==> config.mk <==
export PLATFORM = sky130hd
export DESIGN_NAME = led_scan_ctrl
export DESIGN_NICKNAME = d
export VERILOG_FILES = /design/src/rtl/led_scan_ctrl.sv
export SDC_FILE = /design/constraint.sdc
export NUM_CORES = 1
export LEC_CHECK = 0
export CORE_UTILIZATION = 55
export CTS_CLUSTER_DIAMETER = 60
export DETAILED_ROUTE_END_ITERATION = 6
export PLACE_DENSITY = 0.83
export SYNTH_ARGS = -nofsm -noshare
export SYNTH_HDL_FRONTEND = slang
export SYNTH_SLANG_ARGS = --single-unit
==> constraint.sdc <==
create_clock -name divided_clk -period 6.4 [get_ports divided_clk]
set_input_delay 1.28 -clock divided_clk [delete_from_list [all_inputs] [get_ports divided_clk]]
set_output_delay 1.28 -clock divided_clk [all_outputs]
set_load 0.05 [all_outputs]
==> src/rtl/led_scan_ctrl.sv <==
// Row-scan scheduler for an LED matrix: double-buffered frame, blank-then-on row slots,
// and frame-boundary buffer swaps under a swap_req/swap_ack handshake.
module led_scan_ctrl #(
    parameter int unsigned ROWS  = 8,
    parameter int unsigned COLS  = 8,
    parameter int unsigned DWELL = 256,
    parameter int unsigned BLANK = 4,
    localparam int unsigned RW   = (ROWS > 1) ? $clog2(ROWS) : 1
) (
    input  logic            divided_clk,
    input  logic            rst,
    input  logic            en,
    input  logic            wr_en,
    input  logic [RW-1:0]   wr_row,
    input  logic [COLS-1:0] wr_data,
    input  logic            swap_req,
    output logic            swap_ack,
    output logic [ROWS-1:0] row_sel,
    output logic [COLS-1:0] col,
    output logic [RW-1:0]   cur_row,
    output logic            frame_start
);

    localparam int unsigned CW = $clog2(DWELL);
    localparam logic [CW-1:0] BlankEnd = CW'(BLANK - 1);
    localparam logic [CW-1:0] DwellEnd = CW'(DWELL - 1);
    localparam logic [RW-1:0] LastRow  = RW'(ROWS - 1);

    typedef enum logic [1:0] {
        StIdle,
        StBlank,
        StOn
    } state_e;

    state_e          state_q, state_d;
    logic [CW-1:0]   cnt_q, cnt_d;
    logic [RW-1:0]   row_q, row_d;
    logic            front_q, front_d;
    logic            boundary;
    logic            swap_do;
    logic            wr_ok;
    logic [COLS-1:0] bufs_q [2][ROWS];

    logic [ROWS-1:0] row_sel_d;
    logic [COLS-1:0] col_d;
    logic            frame_start_d;
    logic            swap_ack_d;

    // State register
    always_ff @(posedge divided_clk) begin
        if (rst) begin
            state_q <= StIdle;
        end else begin
            state_q <= state_d;
        end
    end

    // Next-state logic
    always_comb begin
        state_d  = state_q;
        cnt_d    = cnt_q;
        row_d    = row_q;
        boundary = 1'b0;
        unique case (state_q)
            StIdle: begin
                if (en) begin
                    state_d = StBlank;
                    cnt_d   = '0;
                    row_d   = '0;
                end
            end
            StBlank: begin
                if (!en) begin
                    state_d = StIdle;
                    cnt_d   = '0;
                    row_d   = '0;
                end else begin
                    cnt_d = cnt_q + CW'(1);
                    if (cnt_q == BlankEnd) begin
                        state_d = StOn;
                    end
                end
            end
            StOn: begin
                if (!en) begin
                    state_d = StIdle;
                    cnt_d   = '0;
                    row_d   = '0;
                end else if (cnt_q == DwellEnd) begin
                    state_d = StBlank;
                    cnt_d   = '0;
                    if (row_q == LastRow) begin
                        row_d    = '0;
                        boundary = 1'b1;
                    end else begin
                        row_d = row_q + RW'(1);
                    end
                end else begin
                    cnt_d = cnt_q + CW'(1);
                end
            end
            default: begin
                state_d = StIdle;
                cnt_d   = '0;
                row_d   = '0;
            end
        endcase
    end

    // A swap is only ever taken when the next cycle is blanked or idle, so the
    // new front buffer is never read on the swap edge itself.
    assign swap_do = swap_req && ((state_q == StIdle) || boundary);
    assign front_d = front_q ^ swap_do;

    if ((1 << RW) == ROWS) begin : g_pow2
        assign wr_ok = wr_en;
    end else begin : g_npow2
        assign wr_ok = wr_en && (32'(wr_row) < ROWS);
    end

    // Output logic, computed from the next state so every output is registered
    always_comb begin
        row_sel_d     = '0;
        col_d         = '0;
        frame_start_d = (state_d == StBlank) && (cnt_d == '0) && (row_d == '0);
        swap_ack_d    = swap_do;
        if (state_d == StOn) begin
            row_sel_d = ROWS'(1) << row_d;
            col_d     = bufs_q[front_q][row_d];
        end
    end

    always_ff @(posedge divided_clk) begin
        if (rst) begin
            cnt_q       <= '0;
            row_q       <= '0;
            front_q     <= 1'b0;
            row_sel     <= '0;
            col         <= '0;
            frame_start <= 1'b0;
            swap_ack    <= 1'b0;
            for (int i = 0; i < int'(ROWS); i++) begin
                bufs_q[0][i] <= '0;
                bufs_q[1][i] <= '0;
            end
        end else begin
            cnt_q       <= cnt_d;
            row_q       <= row_d;
            front_q     <= front_d;
            row_sel     <= row_sel_d;
            col         <= col_d;
            frame_start <= frame_start_d;
            swap_ack    <= swap_ack_d;
            // Indexed by the pre-edge back buffer, so a write on a swap edge
            // lands in the buffer that becomes front.
            if (wr_ok) begin
                bufs_q[~front_q][wr_row] <= wr_data;
            end
        end
    end

    assign cur_row = row_q;

endmodule

# Word level (Yosys, flattened, before mapping)
# Memories as Yosys holds them, arrays and structs flattened. A register that Yosys moved wholly into a read port is not among the register bits.
# Index checks and enable logic that the tools add are counted.
# Widths: inputs -> output; s select.
word_totals:
  regBits: 32
  ram_bits: 128
  in_bits: 16
  output_inout_bits: 21
  wordCells: 72
  n_memories: 1
classes:
  add_sub_neg: 2
  order_cmp: 3
  eq_ne: 7
  n_shift: 1
  muxes: 35
  n_bitwise: 5
  reduce_logical: 10
memory_table:
  columns: ["memory", "depth", "width", "rd", "rd_ports_with_merged_regs", "wr", "line_no", "text"]
  rows:
  - ["bufs_q", 2, 64, 1, 1, 2, "42", "logic [COLS-1:0] bufs_q [2][ROWS];"]
ops:
  columns: ["operator", "n"]
  rows:
  - ["$mux 64", 3]
  - ["$reduce_or 64->1", 1]
  - ["$mux 8", 7]
  - ["$bmux 8 s3", 1]
  - ["$demux 8 s3", 1]
  - ["$pmux 8 s3", 1]
  - ["$mux 3", 5]
  - ["$mux 1", 10]
  - ["$mux 2", 5]
  - ["$pmux 3 s3", 1]
  - ["$add 8x1->8 const B", 1]
  - ["$eq 8x2->1 const B", 1]
  - ["$eq 8x8->1 const B", 1]
  - ["$ge 4x4->1 const B", 2]
  - ["$logic_not 8->1", 1]
  - ["$not 3->4", 2]
  - ["$shl 1x3->8 const A", 1]
  - ["$pmux 2 s3", 1]
  - ["$eq 2x1->1 const B", 2]
  - ["$eq 2x2->1 const B", 2]
  - ["$logic_and 1x1->1", 4]
  - ["$lt 4x1->1 const B", 1]
  - ["$add 3x1->3 const B", 1]
  - ["$eq 3x3->1 const B", 1]
  - ["6 further kinds", 7]

# Longest topological paths before layout
logic_depth:
  word_depth: 9
  mapped_depth: 9
  ltp_nobuf: 8

# Worst setup path before layout
# Ideal clock, no wire load.
synth_timing:
  path_type: "input to register"
  startpoint: "input rst"
  endpoint: "memory bufs_q[1][56] (netlist name), enable pin"
  setup_ns: 0.310
  arrival_time_ns: 2.586
  required_time_ns: 6.090
  path_slack_ns: 3.504
  stages: 5
  n_path_buf: 1
  cell_sequence: "clkbuf_1 nand2b_1 or3_1 nor3_1 or2_2"
synth_rtl:
  columns: ["item", "line_no", "text"]
  rows:
  - ["start: declaration", "11", "input logic rst,"]
  - ["end: declaration", "42", null]

# Final worst setup path
layout_timing:
  startpoint: "input en"
  endpoint: "register col[0]"
layout_between:
  elab_chain_cells: 6
  word_cells_on_any_way: 15
  classes_between: "eq/ne (1); mux (11); bitwise (2); reduce/logical (1)"
layout_lines:
  columns: ["item", "line_no", "text"]
  rows:
  - ["start: declaration", "12", "input logic en,"]
  - ["$mux 3 (on tied branches)", "85, 66, 73", null]
  - ["$pmux 3 s3", "64", "unique case (state_q)"]
  - ["$not 3->4 (not written as such)", "129", "col_d = bufs_q[front_q][row_d];"]
  - ["$bmux 8 s3", "129", null]
  - ["$mux 8 (not written as such) (2 in series)", "129", null]
  - ["end signal: assignment", "151", "col <= col_d;"]
  - ["end: declaration", "19", "output logic [COLS-1:0] col,"]
# Parallel ways exist; a longest one is shown, timed or not. The select of a mux whose other input is x is not followed.
# A chain may end at the register's enable or synchronous reset.

==> flow_summary.yaml <==
worst_setup_path:
  timing.critical_path.depth: 7
  cp-start-kind: "input port"
  arrival_ps: 3940
  timing.reg2reg.worst_path_depth: 7
  path_class: "input port to register"
  crit_path_slowest_cell: "sky130_fd_sc_hd__nor3b_2"
  cpLargestDelayFamily: "simple AND/OR/NAND/NOR gates"
  end_kind: "register"
  timing.critical_path.cells: "clkdlybuf4s50_1 -> inv_1 -> nor2_1 -> o21ai_1 -> nor3b_2 -> o21ai_0 -> nand4_1"
  worst_path_largest_cell_delay_ps: 990
  critical_path_peak_fanout: 20
  cp.required_ps: 6760
  critical_path.n_buffers_inverters: 2
layout:
  layout.filler_cells: 993
  fin_cells: 827
  layout.core_utilization_pct: 64.3
  antenna_cells: 0
  layout-drive-gt1-share_pct: 9.22
  finalInstanceArea_um2: 8620
  multi_input_area_um2: 2980
  fin_nets: 657
  syn_to_final_growth_pct: 12.7
  final-seq-area_um2: 4490
routing:
  via_per_inst: 6.20
  drc: 0
  detailedRoute.firstIterationViolations: 633
  wirelength_mm: 17.9
  route.vias.total: 5128
  firstDrtPassIters: 6
  route.detailed.wl_per_inst_um: 21.6
  drtAntennaViolNets: 0
place:
  dp_cells: 795
  placement.io_buffers: 36
  dp_hpwl_mm: 11.9
  gp_congestion: 0.890
  dp_area_um2: 8090
synthesis:
  yosys.area_share.adder_pct: 0.491
  synth_cell_types: 55
  synth_seq_cells: 160
  post_synth_instance_area_um2: 7650
  synth-seq-area-share_pct: 58.6
  area_share_of_and_or_nand_nor_cells_after_synthesis_pct: 22.4
  synth_most_common_cell: "sky130_fd_sc_hd__and2_1"
  synth_ff_type: "sky130_fd_sc_hd__edfxtp_1"
  number_of_nets_in_the_synthesized_netlist: 634
  synth.top_cells.by_count: "131 x sky130_fd_sc_hd__and2_1, 128 x sky130_fd_sc_hd__edfxtp_1, 36 x sky130_fd_sc_hd__nor2_1"
  synth_mux_area_share_pct: 9.82
  yosys.area.top_type_share_pct: 50.3
  synth_xor_area_share_pct: 0.573
  synth-compound-area-share_pct: 5.63
  synthDominantAreaCellType: "sky130_fd_sc_hd__edfxtp_1"
  asyncSetResetFlopFracSynth_pct: 0
  synth_edf_count: 128
  synth.area.top_cells: "sky130_fd_sc_hd__edfxtp_1 50%, sky130_fd_sc_hd__and2_1 11%, sky130_fd_sc_hd__dfxtp_1 8.4%"
  post_synth.cell_area_avg_um2: 12.4
  main_combinational_cell_family_by_area_after_synthesis: "simple AND/OR/NAND/NOR gates"
  ys_warn_count: 0
  netlist_instances: 615
floorplanning:
  rows: 42
  initial_utilization_pct: 57.1
  total_die_area_um2: 14400
  die_w_um: 120
  die_h_um: 120
  ios: 37
  core_um2: 13400
sta:
  maximum_clock_frequency_mhz: 279
  timing.final.setup_violations: 0
  grt_setup_unrepaired: "false"
  final.min_clock_period_ps: 3580
  hold_slack_ps: 570
  tightestPinTransition_ps: 1230
  final_count_of_hold_timing_violations: 0
  setup-tns-final_ps: 0
  timing.clock.skew_ps: 6.62
  finalMaxSlewViolations: 0
  final.period_utilization_pct: 56.0
  slew_hr_pct: 17.4
clock_network:
  post_cts_setup_buffer_count: 0
  clk_latency_ps: 430
  htree_num_levels: 4
  path_clk_slew_ps: 60
  cts.path.max_buffers: 2
  tritoncts: "done"
  cts.sink_count: 160
  clk_root_buffer_cell: "sky130_fd_sc_hd__clkbuf_16"
  numCtsBuffers: 17
  cts-hold-fix-buffers: 0
  cts.repair.resized: 0
global_route:
  antenna_found_initial: 0
  grt_pass1_vias: 5004
  grt_max_degree: 57
  gr-usage-all-layers_pct: 26.6
  global_route_wire_length_before_repair_mm: 28.1
  grt_overflow: 0
outcome:
  status: "finished clean"
power_and_ir_drop:
  ir_drop_uv: 186
  power_density_nw_per_um2: 257
  total_leakage_power_nw: 3.13
worst_hold_path:
  holdCritPathClass: "register to register"
  whs_path_depth: 2
job:
  maxCapViolations: 0
==> worst paths after layout <==
check,startpoint,endpoint,slack [ps]
setup reg to reg,cnt_q[0],col[0],3390
hold reg to reg,cnt_q[0],cnt_q[0],570
hold / removal,cnt_q[0],cnt_q[0],570
setup / recovery,en,col[0],2820
==> area by class of cell <==
class                      instances  share of cell area (%)
multi-input combinational        415                    34.6
inverter                           4                   0.174
clock buffer                      17                    4.94
sequential                       160                    52.1
tap                              176                    2.56
timing repair buffer              40                    4.53
clock inverter                    15                    1.12
==> cell families after synthesis <==
kind of cell / after synthesis
mux: 49
buf+inv: 40
xor+xnor: 5
compound gates: 71
flops: 160
fa+ha+maj: 3
simple gates: 287
==> placed cells by master, fill, tap and decap left out, types with 2 or more instances in the layout <==
master and count:
sky130_fd_sc_hd__or2_2 16, sky130_fd_sc_hd__buf_4 4, sky130_fd_sc_hd__nor3_1 6, sky130_fd_sc_hd__nor2_1 36, sky130_fd_sc_hd__nand3b_1 2, sky130_fd_sc_hd__edfxtp_1 128, sky130_fd_sc_hd__or3_1 2, sky130_fd_sc_hd__clkinv_2 3
sky130_fd_sc_hd__nand2b_1 6, sky130_fd_sc_hd__and3_1 4, sky130_fd_sc_hd__ha_1 3, sky130_fd_sc_hd__a21oi_1 27, sky130_fd_sc_hd__nand4b_1 2, sky130_fd_sc_hd__dfxtp_1 31, sky130_fd_sc_hd__xnor2_1 2, sky130_fd_sc_hd__clkbuf_16 17
sky130_fd_sc_hd__clkinv_4 3, sky130_fd_sc_hd__o21ai_0 13, sky130_fd_sc_hd__clkinvlp_4 3, sky130_fd_sc_hd__o22ai_1 2, sky130_fd_sc_hd__inv_6 2, sky130_fd_sc_hd__and3b_1 2, sky130_fd_sc_hd__inv_1 4, sky130_fd_sc_hd__and2_1 131
sky130_fd_sc_hd__a21o_1 2, sky130_fd_sc_hd__mux2i_1 33, sky130_fd_sc_hd__clkdlybuf4s50_1 36, sky130_fd_sc_hd__nand2_1 14, sky130_fd_sc_hd__mux4_1 16, sky130_fd_sc_hd__o21ai_1 14, sky130_fd_sc_hd__clkinv_1 4, sky130_fd_sc_hd__nand4_1 11
sky130_fd_sc_hd__nand3_1 20, sky130_fd_sc_hd__nor4b_1 3, sky130_fd_sc_hd__xor2_1 3, sky130_fd_sc_hd__nor3b_1 17, sky130_fd_sc_hd__nor2b_1 6
==> flip-flops by register name (all words and copies together) (netlist names) <==
signal / cells
bufs_q: 128
cnt_q: 8
col: 8
row_sel: 8
cur_row: 3
state_q: 2
frame_start: 1
front_q: 1
swap_ack: 1
==> per-layer routing <==
metal	part of all wire (%)	up-vias	global-route usage (%)
met5	0	-	0
met4	2.2	0	10.1
met3	8.4	41	5.89
met2	50	273	43.5
met1	40	2514	34.8
li1	-	2300	-
==> power by group <==
group          internal (mW)  switching [mW]  leakage, nW
Clock                  0.491           0.413        0.249
Combinational         0.0545          0.0866         1.29
Sequential              1.16          0.0144         1.58
Total                   1.70           0.514         3.13
==> tightest hold or removal path, stage by stage (launching register included) <==
cell                      delay, ps
sky130_fd_sc_hd__dfxtp_1        350
sky130_fd_sc_hd__a21oi_1        130
sky130_fd_sc_hd__nor2_1          50
==> stage by stage <==
stage	power (mW)	worst slack, ps
after global routing	2.27	2700
final	2.22	2820
after global placement	1.33	2600
after detailed placement	1.33	2530
after floorplan	1.28	3500
after CTS	2.22	2920
Power figures use the tool's default switching activity.
